[src/rtl/guess_pkg.sv]
// Shared key codes, game/result encodings and helpers for the guess-entry sequencer.
package guess_pkg;

    localparam logic [3:0] KEY_ENTER = 4'hA;
    localparam logic [3:0] KEY_BACK  = 4'hB;
    localparam logic [3:0] KEY_CLEAR = 4'hC;
    localparam logic [3:0] KEY_NEW   = 4'hD;

    localparam logic [15:0] LFSR_SEED = 16'hACE1;

    typedef enum logic [1:0] {
        ST_ENTRY = 2'b00,
        ST_WIN   = 2'b01,
        ST_LOSE  = 2'b10
    } game_state_e;

    typedef enum logic [1:0] {
        RES_NONE = 2'b00,
        RES_LOW  = 2'b01,
        RES_HIGH = 2'b10,
        RES_EQ   = 2'b11
    } result_e;

    function automatic logic [3:0] nib_mod10(input logic [3:0] v);
        return (v >= 4'd10) ? v - 4'd10 : v;
    endfunction

endpackage

[src/rtl/bcd_compare.sv]
// Combinational magnitude compare of two DIGITS-nibble values, most significant nibble first.
module bcd_compare #(
    parameter int unsigned DIGITS = 3
) (
    input  logic [4*DIGITS-1:0] a,
    input  logic [4*DIGITS-1:0] b,
    output logic                lt,
    output logic                eq,
    output logic                gt
);

    always_comb begin
        lt = 1'b0;
        gt = 1'b0;
        // The first differing nibble from the top decides; lower nibbles are then ignored.
        for (int i = int'(DIGITS) - 1; i >= 0; i--) begin
            if (!lt && !gt) begin
                lt = a[4*i +: 4] < b[4*i +: 4];
                gt = a[4*i +: 4] > b[4*i +: 4];
            end
        end
        eq = !lt && !gt;
    end

endmodule

[src/rtl/guess_entry_ctrl.sv]
// Number-guess game sequencer: assembles keypad digits into a BCD guess and scores it.
// Define RANDOM_TARGET_EN to draw the target from an internal LFSR instead of the target port.
module guess_entry_ctrl
    import guess_pkg::*;
#(
    parameter int unsigned DIGITS    = 3,
    parameter int unsigned MAX_TRIES = 9,
    parameter int unsigned BLINK_DIV = 25_000_000
) (
    input  logic                clk,
    input  logic                rst,
    input  logic                key_valid,
    input  logic [3:0]          key_code,
    input  logic [4*DIGITS-1:0] target,
    output logic [4*DIGITS-1:0] data,
    output logic [3:0]          tries,
    output logic [1:0]          result,
    output logic [1:0]          game_state,
    output logic                light
);

    localparam int unsigned W  = 4 * DIGITS;
    localparam int unsigned CW = $clog2(DIGITS + 1);
    localparam int unsigned BW = $clog2(BLINK_DIV + 1);

    localparam logic [CW-1:0] FULL       = CW'(DIGITS);
    localparam logic [3:0]    TRIES_MAX  = 4'(MAX_TRIES);
    localparam logic [BW-1:0] BLINK_LAST = BW'(BLINK_DIV - 1);

    game_state_e   state_q;
    result_e       result_q;
    result_e       miss_res;
    logic [CW-1:0] count_q;
    logic [W-1:0]  target_q;
    logic [BW-1:0] blink_q;
    logic [W-1:0]  new_target;
    logic [3:0]    tries_inc;
    logic          lt, eq, gt;

    assign game_state = state_q;
    assign result     = result_q;

    bcd_compare #(
        .DIGITS(DIGITS)
    ) u_cmp (
        .a (data),
        .b (target_q),
        .lt(lt),
        .eq(eq),
        .gt(gt)
    );

    assign miss_res  = lt ? RES_LOW : (gt ? RES_HIGH : RES_EQ);
    assign tries_inc = (tries == TRIES_MAX) ? tries : tries + 4'd1;

`ifdef RANDOM_TARGET_EN
    logic [15:0] lfsr_q;
    logic        unused_target;

    assign unused_target = ^target;

    always_ff @(posedge clk or posedge rst) begin
        if (rst) begin
            lfsr_q <= LFSR_SEED;
        end else begin
            lfsr_q <= {lfsr_q[14:0], lfsr_q[15] ^ lfsr_q[13] ^ lfsr_q[12] ^ lfsr_q[10]};
        end
    end

    // Digits beyond four reuse the LFSR slices cyclically.
    always_comb begin
        new_target = '0;
        for (int i = 0; i < int'(DIGITS); i++) begin
            new_target[4*i +: 4] = nib_mod10(lfsr_q[4*(i%4) +: 4]);
        end
    end
`else
    assign new_target = target;
`endif

    always_ff @(posedge clk or posedge rst) begin
        if (rst) begin
            data     <= '0;
            tries    <= '0;
            result_q <= RES_NONE;
            state_q  <= ST_ENTRY;
            light    <= 1'b0;
            count_q  <= '0;
            target_q <= '0;
            blink_q  <= '0;
        end else if (key_valid && key_code == KEY_NEW) begin
            data     <= '0;
            tries    <= '0;
            result_q <= RES_NONE;
            state_q  <= ST_ENTRY;
            light    <= 1'b0;
            count_q  <= '0;
            target_q <= new_target;
            blink_q  <= '0;
        end else begin
            unique case (state_q)
                ST_ENTRY: begin
                    if (key_valid) begin
                        if (key_code <= 4'd9) begin
                            if (count_q != FULL) begin
                                data    <= (data << 4) | W'(key_code);
                                count_q <= count_q + 1'b1;
                                light   <= (count_q == FULL - 1'b1);
                            end
                        end else if (key_code == KEY_BACK) begin
                            if (count_q != '0) begin
                                data    <= data >> 4;
                                count_q <= count_q - 1'b1;
                                light   <= 1'b0;
                            end
                        end else if (key_code == KEY_CLEAR) begin
                            data    <= '0;
                            count_q <= '0;
                            light   <= 1'b0;
                        end else if (key_code == KEY_ENTER && count_q == FULL) begin
                            tries   <= tries_inc;
                            blink_q <= '0;
                            if (eq) begin
                                result_q <= RES_EQ;
                                state_q  <= ST_WIN;
                            end else begin
                                result_q <= miss_res;
                                if (tries_inc == TRIES_MAX) begin
                                    state_q <= ST_LOSE;
                                end else begin
                                    data    <= '0;
                                    count_q <= '0;
                                    light   <= 1'b0;
                                end
                            end
                        end
                    end
                end
                ST_WIN, ST_LOSE: begin
                    // Light enters the end state lit (guess was full) and blinks from there.
                    if (blink_q == BLINK_LAST) begin
                        blink_q <= '0;
                        light   <= ~light;
                    end else begin
                        blink_q <= blink_q + 1'b1;
                    end
                end
                default: state_q <= ST_ENTRY;
            endcase
        end
    end

endmodule

[config.mk]
export PLATFORM = sky130hd
export DESIGN_NAME = guess_entry_ctrl
export DESIGN_NICKNAME = d
export VERILOG_FILES = /design/src/rtl/guess_pkg.sv /design/src/rtl/bcd_compare.sv /design/src/rtl/guess_entry_ctrl.sv
export SDC_FILE = /design/constraint.sdc
export NUM_CORES = 1
export LEC_CHECK = 0
export CAP_MARGIN = 20
export CORE_AREA = 4 4 98 100
export DETAILED_ROUTE_END_ITERATION = 16
export DIE_AREA = 0 0 102 104
export PLACE_DENSITY = 0.61
export SLEW_MARGIN = 5
export SYNTH_ARGS = -nofsm -noshare
export SYNTH_HDL_FRONTEND = slang
export SYNTH_SLANG_ARGS = --single-unit
[constraint.sdc]
create_clock -name clk -period 2.5 [get_ports clk]
set_clock_uncertainty 0.1 [all_clocks]
set_input_delay 0.375 -clock clk [delete_from_list [all_inputs] [get_ports clk]]
set_output_delay 0.375 -clock clk [all_outputs]
set_load 0.01 [all_outputs]
Yosys cells after proc, flatten, opt, wreduce, memory -nomap -nowiden
Index checks and enable logic that the tools add are counted.
- input bits: 19
- bits in registers: 60
- output and inout bits: 21
- equality and inequality tests: 32
- multiplexer cells: 73
- bitwise gates (word level): 2
- $add $sub $neg: 4
- reduce and logical (&&, ||, !) cells: 24
- $lt $le $gt $ge: 7
- operators with widths (cell ; count):
    two-way mux 25 bit ; 7
    two-way mux 12 bit ; 11
    two-way mux 2 bit ; 28
    one-hot mux 25 bit (2 select lines) ; 1
    two-way mux 4 bit ; 8
    adder 25 x 1 -> 25 bit (second input constant) ; 1
    equality test 25 bit (second input constant) ; 1
    equality test 4 bit (second input constant) ; 6
    inequality test 3 bit (second input constant) ; 6
    inequality test 6 bit (second input constant) ; 3
    two-way mux 1 bit ; 16
    AND reduction 7 bit ; 2
    greater-than comparator 4 bit ; 3
    less-than comparator 4 bit ; 3
    bitwise OR 12 x 4 -> 12 bit ; 1
    AND reduction 6 bit ; 2
    inequality test 2 bit (second input constant) ; 5
    inequality test 5 bit (second input constant) ; 2
    inequality test 4 bit (second input constant) ; 2
    AND reduction 8 bit ; 1
    nonzero test 2 bit ; 4
    equality test 2 bit (second input constant) ; 3
    logical NOT 1 bit ; 6
    logical AND 1 bit ; 5
    15 further kinds ; 15

Longest topological paths before layout
Gate-level depths: netlist of run 1.
- depth after elaboration: 17
- depth in mapped cells: 10
- depth with buffers taken out: 9

Cells and area by module
From an unflattened synthesis of run 1, not the netlist that was laid out.
- cell total of the unflattened synthesis: 412
- area, all modules: 3727.3 um^2
- modules (own cells, without submodules) (module ; area an instance (um^2) ; sequential area each (um^2) ; cells an instance ; times used):
    guess_entry_ctrl ; 3405.8 ; 1501.4 ; 370 ; 1
    bcd_compare ; 321.6 ; 0.0 ; 42 ; 1

Worst setup path before layout of run 1
OpenSTA, ideal clock, no wires.
- path type: flip-flop to flip-flop
- start: reg data[11]
- end: reg data[5]
- data arrival time: 2.025 ns
- stages on the path, launching flop included: 8
- path slack: 0.247 ns
- path buffers: 0
- data required time: 2.272 ns
- setup time: 0.128 ns
- clock period less this slack: 2.253 ns
- cells stage by stage: dfrtp_1 -> ha_1 -> and4_1 -> a32oi_1 -> nand3_1 -> nand4_1 -> a21o_1 -> mux2_1
- cells in the longest elaborated chain, start to end: 11
- elaborated cells between the ends (all ways): 17
- those cells by class: order compare (2); eq/ne (1); mux (4); reduce/logical (10)
- RTL lines (element ; line ; RTL):
    from (decl) ; guess_entry_ctrl.sv:15 ; output logic [4*DIGITS-1:0] data,
    from (signal assigned) ; guess_entry_ctrl.sv:106 ; data <= (data << 4) | W'(key_code);
    from (signal assigned) ; guess_entry_ctrl.sv:112 ; data <= data >> 4;
    less-than comparator 4 bit or greater-than comparator 4 bit (tied branches) ; bcd_compare.sv:18, bcd_compare.sv:19 ;
    logical NOT 1 bit ; bcd_compare.sv:17 ; if (!lt && !gt) begin
    logical AND 1 bit ; bcd_compare.sv:17 ;
    two-way mux 1 bit ; bcd_compare.sv:17 ;
    logical NOT 1 bit ; bcd_compare.sv:17 ;
    logical AND 1 bit ; bcd_compare.sv:17 ;
    two-way mux 1 bit ; bcd_compare.sv:17 ;
    logical NOT 1 bit ; bcd_compare.sv:22 ; eq = !lt && !gt;
    logical AND 1 bit (*) ; bcd_compare.sv:22 ;
    inequality test 5 x 1 -> 1 bit (no source line) (*) ; n/a ;
    AND reduction 7 bit (no source line) (*) ; n/a ;
Mark *: on every way between the ends. The rest lies on a longest branch, timed or not.
A chain may end at the register's enable or synchronous reset.

Worst setup path after layout of run 1
- start: reg data[5]
- end: reg count_q[0]
- cells in the longest elaborated chain, start to end: 9
- elaborated cells between the ends (all ways): 14
- those cells by class: order compare (2); eq/ne (1); mux (4); reduce/logical (7)
- RTL lines (element ; line ; RTL):
    less-than comparator 4 bit or greater-than comparator 4 bit (tied branches) ; bcd_compare.sv:18, bcd_compare.sv:19 ;
    two-way mux 1 bit ; bcd_compare.sv:17 ;
    logical NOT 1 bit ; bcd_compare.sv:17 ;
    logical AND 1 bit ; bcd_compare.sv:17 ;
    two-way mux 1 bit ; bcd_compare.sv:17 ;
    logical NOT 1 bit ; bcd_compare.sv:22 ;
    logical AND 1 bit (*) ; bcd_compare.sv:22 ;
    inequality test 5 x 1 -> 1 bit (no source line) (*) ; n/a ;
    AND reduction 7 bit (no source line) (*) ; n/a ;
    to (signal assigned) ; guess_entry_ctrl.sv:107 ; count_q <= count_q + 1'b1;
    to (signal assigned) ; guess_entry_ctrl.sv:113 ; count_q <= count_q - 1'b1;
    to (decl) ; guess_entry_ctrl.sv:33 ; logic [CW-1:0] count_q;
Marked as above.

==> reports/qor.csv, run 1 <==
stage,metric,value,unit
outcome,outcome,completed,
route,detail-route-antenna-nets,0,
placement,io_buffers,39,
floorplanning,start_util,39.16,%
pwr,leakagePower,2.032,nW
timing,rsz0062_at_grt,false,
clock_tree,cts_buffers,9,
clock_tree,cts_num_sinks,60,
worst_setup_path,critical_path.max_stage_delay,0.38,ns
yosys,synth-seq-cells,60,
cells_and_area,drive_gt1_share,12.50,%
route,first_pass_iters,4,
route,routed_wl,7930,um
worst_setup_path,r2r_cells,9,
clock_tree,cts_max_level,3,
route,drc,0,
worst_setup_path,crit_path_end_kind,flip-flop,
timing,min_period,2.346,ns
cells_and_area,diodes,0,
route,via_per_inst,5.198,
floorplanning,coreArea,8678,um^2
floorplanning,dieArea,10610,um^2
worst_setup_path,r2r_setup_slack,0.15,ns
grt,grt_overflow_total,0,
worst_setup_path,critPathTopFamily,compound AO/OA/AOI/OAI gates,
yosys,yosysWarnings,0,
timing,hold_viol_final,0,
worst_setup_path,r2r-start,data[5],
worst_setup_path,worstPathArrival,2.47,ns
yosys,yosysSeqAreaShare,44.18,%
yosys,ys_types,46,
route,wl_per_cell,14.69,um
worst_setup_path,start_kind,flip-flop,
cells_and_area,num-fill-cells,830,
timing,relSlewSlack,71.65,%
worst_setup_path,crit_slowest_cell,dfrtp_1,
grt,groute.usage.overall,15.79,%
worst_setup_path,cp.required,2.63,ns
floorplanning,die-width,102,um
yosys,synth_area_leader_cell,dfrtp_1,
placement,dp_slack,0.002217,ns
grt,grt_pass1_wl,13220,um
clock_tree,tritoncts,done,
clock_tree,clk_pin_slew_worst_paths,0.07,ns
route,drt_iter0_markers,197,
placement,gp_congestion,0.8673,
yosys,synth_edf_count,0,
timing,worst_slack,0.1544,ns
pwr,p_per_area,796.4,nW/um^2
yosys,ys_top_cells_by_area,"dfrtp_1 (44%), ha_1 (7.0%), nand2_1 (5.0%), xor2_1 (4.6%), nor2_1 (3.9%)",
timing,min_period_over_period,93.83,%
worst_setup_path,rr_endpoint,count_q[0],
floorplanning,io_pins,40,
pwr,total_power,0.003439,W
yosys,avgSynthCellArea,9.336,um^2
clock_tree,insertion_delay,0.34,ns
yosys,post-synth-top-area-fraction,44.18,%
pwr,ir_drop,436.8,uV
grt,grt_max_degree,61,
hold_path,hp-class,input port to asynchronous set/reset pin,
clock_tree,cts_root_buffer,clkbuf_8,
yosys,netlist_area,3398,um^2
yosys,synth_cells,364,
clock_tree,clock_path_buffers,2,
timing,fin_setup_tns,0,ns
timing,setup_viol_count_final,0,
grt,grt_pass1_vias,2689,
route,vias,2807,
yosys,synth-main-ff-cell,dfrtp_1,
yosys,async_flop_share,100.0,%
timing,max_freq,426.3,MHz
worst_setup_path,criticalPathCategory,flip-flop to flip-flop,
floorplanning,die_h,104,um
timing,tightest_slew,0.4208,ns
timing,finalMaxSlewViolations,0,
floorplanning,fp-row-count,34,
job,drv_cap,0,
yosys,syn_nets,402,
clock_tree,ctsHoldBuffers,0,
cells_and_area,fin_nets,465,
worst_setup_path,crit_fanout,8,
placement,dp_hpwl,5691,um
worst_setup_path,cp_num_buf_inv,1,
grt,antenna_found_initial,0,
worst_setup_path,cp_cell_sequence,ha_1 -> nor2b_1 -> o211ai_1 -> a32oi_2 -> nand3_2 -> nand4_1 -> a21o_4 -> buf_4 -> a21o_1,
cells_and_area,synthToLayoutAreaGrowth,27.06,%
==> layout by cell type (no fill, tap or decap), types with 2 or more instances in the layout <==
master / n
a211oi_1: 2
nand4_1: 7
xor2_1: 18
mux2i_1: 7
bufinv_16: 2
a22o_1: 3
o31ai_1: 3
clkbuf_8: 10
a21oi_1: 8
inv_1: 22
nand3_4: 2
buf_4: 25
o21ai_2: 2
dfrtp_1: 60
o21ai_0: 20
clkdlybuf4s50_1: 39
nor2b_1: 6
xnor2_1: 7
mux2_1: 4
a31oi_1: 3
and3_1: 12
a21o_1: 4
ha_1: 19
buf_12: 2
nor3_1: 4
nand3_1: 23
clkbuf_1: 2
o2bb2ai_1: 2
and4_1: 7
o22ai_1: 3
o211ai_1: 4
nor2_1: 35
nand2_1: 45
==> per-layer routing <==
metal	track usage, %	share of wire [%]
met4	5.436	1.6
met5	0	0
met3	4.896	5.0
met1	21.66	47
met2	23.44	47
==> tightest hold or removal path, delay by kind of cell <==
| family | cells | cell delay (ns) |
|---|---|---|
| buffers and inverters | 3 | 0.77 |
==> final cells by class <==
cell class              count  area [um^2]  area share [%]
multi-input cells         267         1759           40.74
well taps                 108        135.1           3.130
repair buffers             66        618.1           14.31
clock buffers              12        145.1           3.361
inverters                  23        86.33           1.999
clock inverters             4        72.57           1.681
flip-flops and latches     60         1501           34.77
==> kinds of logic (layout without fill, tap and decap cells) <==
kind of cell / after synthesis / after routing / share of synthesized area (%)
flops: 60 / 60 / 44.18
xor+xnor: 25 / 25 / 6.443
mux: 12 / 12 / 3.719
buf+inv: 37 / 105 / 4.749
simple gates: 151 / 151 / 22.75
compound gates: 60 / 60 / 11.16
fa+ha+maj: 19 / 19 / 6.996
==> cell usage after synthesis (2+ instances only) <==
cell type and instances:
ha_1 19, o2bb2ai_1 2, a31oi_1 3, and4_1 7, clkbuf_1 6, a22o_1 3
nor2_1 35, o211ai_1 4, o21ai_1 2, o31ai_1 3, a211oi_1 2, nor2b_1 6
inv_1 23, xnor2_1 7, nand4_1 7, a21oi_1 8, nor3_1 4, xor2_1 18
o22ai_1 3, nand3_4 2, nand3_1 24, mux2_1 4, dfrtp_1 60, buf_6 2
buf_2 5, nand2_1 45, a21o_1 5, o21ai_0 20, and3_1 12, mux2i_1 7
==> registers in the layout, indices dropped and copies added, names as in the netlist <==
signal	flops
tries	4
blink_q	25
count_q	2
data	12
light	1
target_q	12
result	2
game_state	2
==> through the flow <==
step | instance area [um^2] | std cells | hold slack [ns] | utilization (%)
3_3_place_gp | 4076 | 524 | 0.3690 | 46.97
2_1_floorplan | 3398 | 364 | 0.3497 | -
6_report | 4318 | 540 | 0.3109 | 49.75
5_1_grt | 4318 | 540 | 0.3269 | 49.75
4_1_cts | 4295 | 540 | 0.3151 | 49.50
3_5_place_dp | 4076 | 524 | 0.3755 | 46.97
==> where the power goes <==
part           total, W  switching (W)  internal [W]
clock          0.000974       0.000386      0.000588
sequential      0.00126       0.000129       0.00113
combinational   0.00120       0.000601      0.000604
total           0.00344        0.00112       0.00232
==> worst max path at each step <==
stage	depth (start not counted)	endpoint	start
2_1_floorplan	7	data[5]	data[11]
3_3_place_gp	7	data[5]	data[11]
3_5_place_dp	7	data[5]	data[10]
4_1_cts	7	data[5]	data[10]
5_1_grt	10	count_q[0]	target_q[5]
6_report	9	count_q[0]	data[5]
==> what timing repair did <==
item	CTS	global route
setup buffers	0	0
gates cloned	0	0
setup endpoints to repair	1	10
resized for setup	1	4
pin swaps	0	2
endpoints found under the hold margin	0	0
Note: power is estimated with default switching activity, not from simulation.
==> run 2, diff against run 1 <==
--- a/config.mk
+++ b/config.mk
@@ -9,7 +9,6 @@
 export CORE_AREA = 4 4 98 100
 export DETAILED_ROUTE_END_ITERATION = 16
 export DIE_AREA = 0 0 102 104
-export PLACE_DENSITY = 0.61
 export SLEW_MARGIN = 5
 export SYNTH_ARGS = -nofsm -noshare
 export SYNTH_HDL_FRONTEND = slang
==> run 2 against run 1 <==
Effect of this change: non-clock buffer count increased by 2; maximum frequency increased by 1.4%; sequential share of layout area increased by 0.58 points; critical path type unchanged; total power decreased by 7.3%; flip-flop and latch count unchanged; final area decreased by 1.7%.
==> reports/qor.csv, run 2 (synthesis results as in run 1) <==
stage,metric,value,unit,change
outcome,outcome,completed,,unchanged
timing,fin_setup_tns,0,ns,unchanged
clock_tree,post_cts_buffers,0,,unchanged
worst_setup_path,cp_cell_sequence,ha_1 -> nand2_1 -> mux2i_1 -> o22ai_1 -> o21ai_1 -> nand4_1 -> a21o_4 -> buf_4 -> a21o_1,,was ha_1 -> nor2b_1 -> o211ai_1 -> a32oi_2 -> nand3_2 -> nand4_1 -> a21o_4 -> buf_4 -> a21o_1
clock_tree,cts_root_buffer,clkbuf_8,,unchanged
worst_setup_path,start_kind,flip-flop,,unchanged
floorplanning,die-width,102,um,unchanged
route,detail-route-antenna-nets,0,,unchanged
floorplanning,die_h,104,um,unchanged
placement,dp_hpwl,5979,um,was 5691 um
cells_and_area,largest-register,blink_q,,unchanged
floorplanning,io_pins,40,,unchanged
cells_and_area,reg.largest.list,"blink_q (25), data (12), target_q (12)",,unchanged
worst_setup_path,worstPathArrival,2.43,ns,was 2.47 ns
cells_and_area,largest_reg_flops,25,,unchanged
placement,io_buffers,39,,unchanged
clock_tree,clock_path_buffers,2,,unchanged
worst_setup_path,crit_path_end_kind,flip-flop,,unchanged
clock_tree,cts_max_level,3,,unchanged
floorplanning,fp-row-count,34,,unchanged
clock_tree,clk_pin_slew_worst_paths,0.07,ns,about the same
pwr,ir_drop,465.9,uV,was 436.8 uV
grt,grt_max_degree,61,,unchanged
cells_and_area,drive_gt1_share,12.21,%,was 12.50%
worst_setup_path,critical_path.max_stage_delay,0.44,ns,was 0.38 ns
route,vias,2769,,"was 2,807"
pwr,p_per_area,750.7,nW/um^2,was 796.4 nW/um^2
timing,max_freq,432.4,MHz,was 426.3 MHz
worst_setup_path,cp.required,2.62,ns,was 2.63 ns
job,drv_cap,0,,unchanged
placement,gp_congestion,0.8215,,was 0.8673
worst_setup_path,crit_fanout,8,,unchanged
clock_tree,insertion_delay,0.33,ns,was 0.34 ns
timing,setup_viol_count_final,0,,unchanged
timing,finalMaxSlewViolations,0,,unchanged
route,first_pass_iters,4,,unchanged
floorplanning,start_util,39.16,%,unchanged
cells_and_area,fin_nets,467,,was 465
route,drt_iter0_markers,99,,was 197
timing,min_period,2.313,ns,was 2.346 ns
clock_tree,tritoncts,done,,unchanged
timing,hold_viol_final,0,,unchanged
timing,rsz0062_at_grt,false,,unchanged
grt,antenna_found_initial,0,,unchanged
route,wl_per_cell,14.74,um,was 14.69 um
floorplanning,coreArea,8678,um^2,unchanged
grt,grt_pass1_wl,13360,um,"was 13,220 um"
worst_setup_path,critPathTopFamily,compound AO/OA/AOI/OAI gates,,unchanged
timing,hold-worst-slack,0.3079,ns,was 0.3109 ns
cells_and_area,fin_util,48.93,%,was 49.75%
timing,tightest_slew,0.4133,ns,was 0.4208 ns
clock_tree,cts_buffers,9,,unchanged
route,routed_wl,7990,um,was 7930 um
cells_and_area,diodes,0,,unchanged
route,drc,0,,unchanged
worst_setup_path,crit_slowest_cell,dfrtp_1,,unchanged
cells_and_area,synthToLayoutAreaGrowth,24.96,%,was 27.06%
cells_and_area,final_cell_mix,"dfrtp_1 (60), nand2_1 (45), clkdlybuf4s50_1 (39)",,unchanged
floorplanning,dieArea,10610,um^2,unchanged
worst_setup_path,cp_num_buf_inv,1,,unchanged
cells_and_area,final_common_cell,dfrtp_1,,unchanged
grt,grt_pass1_vias,2766,,"was 2,689"
clock_tree,cts_num_sinks,60,,unchanged
pwr,leakagePower,2.018,nW,was 2.032 nW
route,via_per_inst,5.109,,was 5.198
grt,groute.usage.overall,15.92,%,was 15.79%
grt,grt_overflow_total,0,,unchanged
timing,min_period_over_period,92.51,%,was 93.83%
timing,relSlewSlack,72.16,%,was 71.65%
worst_setup_path,criticalPathCategory,flip-flop to flip-flop,,unchanged
hold_path,hp-class,input port to asynchronous set/reset pin,,unchanged
==> run 2: timing repair <==
| item | in CTS | in global routing |
|---|---|---|
| setup endpoints to repair | 0 | 11 |
| gates resized for setup | 0 | 2 |
| hold buffers | 0 | 0 |
==> run 2: cell type report <==
class | instances | area, um^2
Clock buffer | 11 | 131.4
Clock inverter | 5 | 28.78
Fill cell | 862 | 4432
Inverter | 23 | 86.33
Multi-Input combinational cell | 267 | 1743
Sequential cell | 60 | 1501
Tap cell | 108 | 135.1
Timing Repair Buffer | 68 | 620.6
==> run 2: tightest hold or removal path, cell delays in order <==
cell and delay [ns]:
clkdlybuf4s50_1 0.41, inv_2 0.07, buf_12 0.28
==> run 2: through the flow <==
stage | cell area, um^2 | instances | worst slack [ns] | power (W)
floorplan | 3398 | 364 | 0.2475 | 0.001921
global placement | 4079 | 526 | 0.03311 | 0.002446
CTS | 4239 | 542 | 0.07172 | 0.003234
global route | 4247 | 542 | 0.04344 | 0.003434
detailed placement | 4079 | 526 | 0.02091 | 0.002476
finish | 4247 | 542 | 0.1873 | 0.003188
==> run 2: where the power goes <==
part           internal [W]  total, W  switching [W]
combinational      0.000595   0.00119       0.000591
sequential          0.00113   0.00127       0.000135
clock              0.000355  0.000736       0.000381
==> run 2: routing by layer <==
layer	global-route usage, %	share of wire, %
met3	3.555	3.4
met2	25.49	48
met1	20.66	47
met4	6.279	1.8
met5	0	0
==> run 2: worst paths after layout <==
path	start	endpoint	slack, ns	cells after the start
max	tries[0]	count_q[0]	0.19	9
min	rst	target_q[11]	0.31	3
max reg2reg	tries[0]	count_q[0]	0.19	9
min reg2reg	target_q[8]	target_q[8]	0.39	2
max in group asynchronous	rst	tries[2]	1.69	3
min in group clk	target_q[8]	target_q[8]	0.39	2
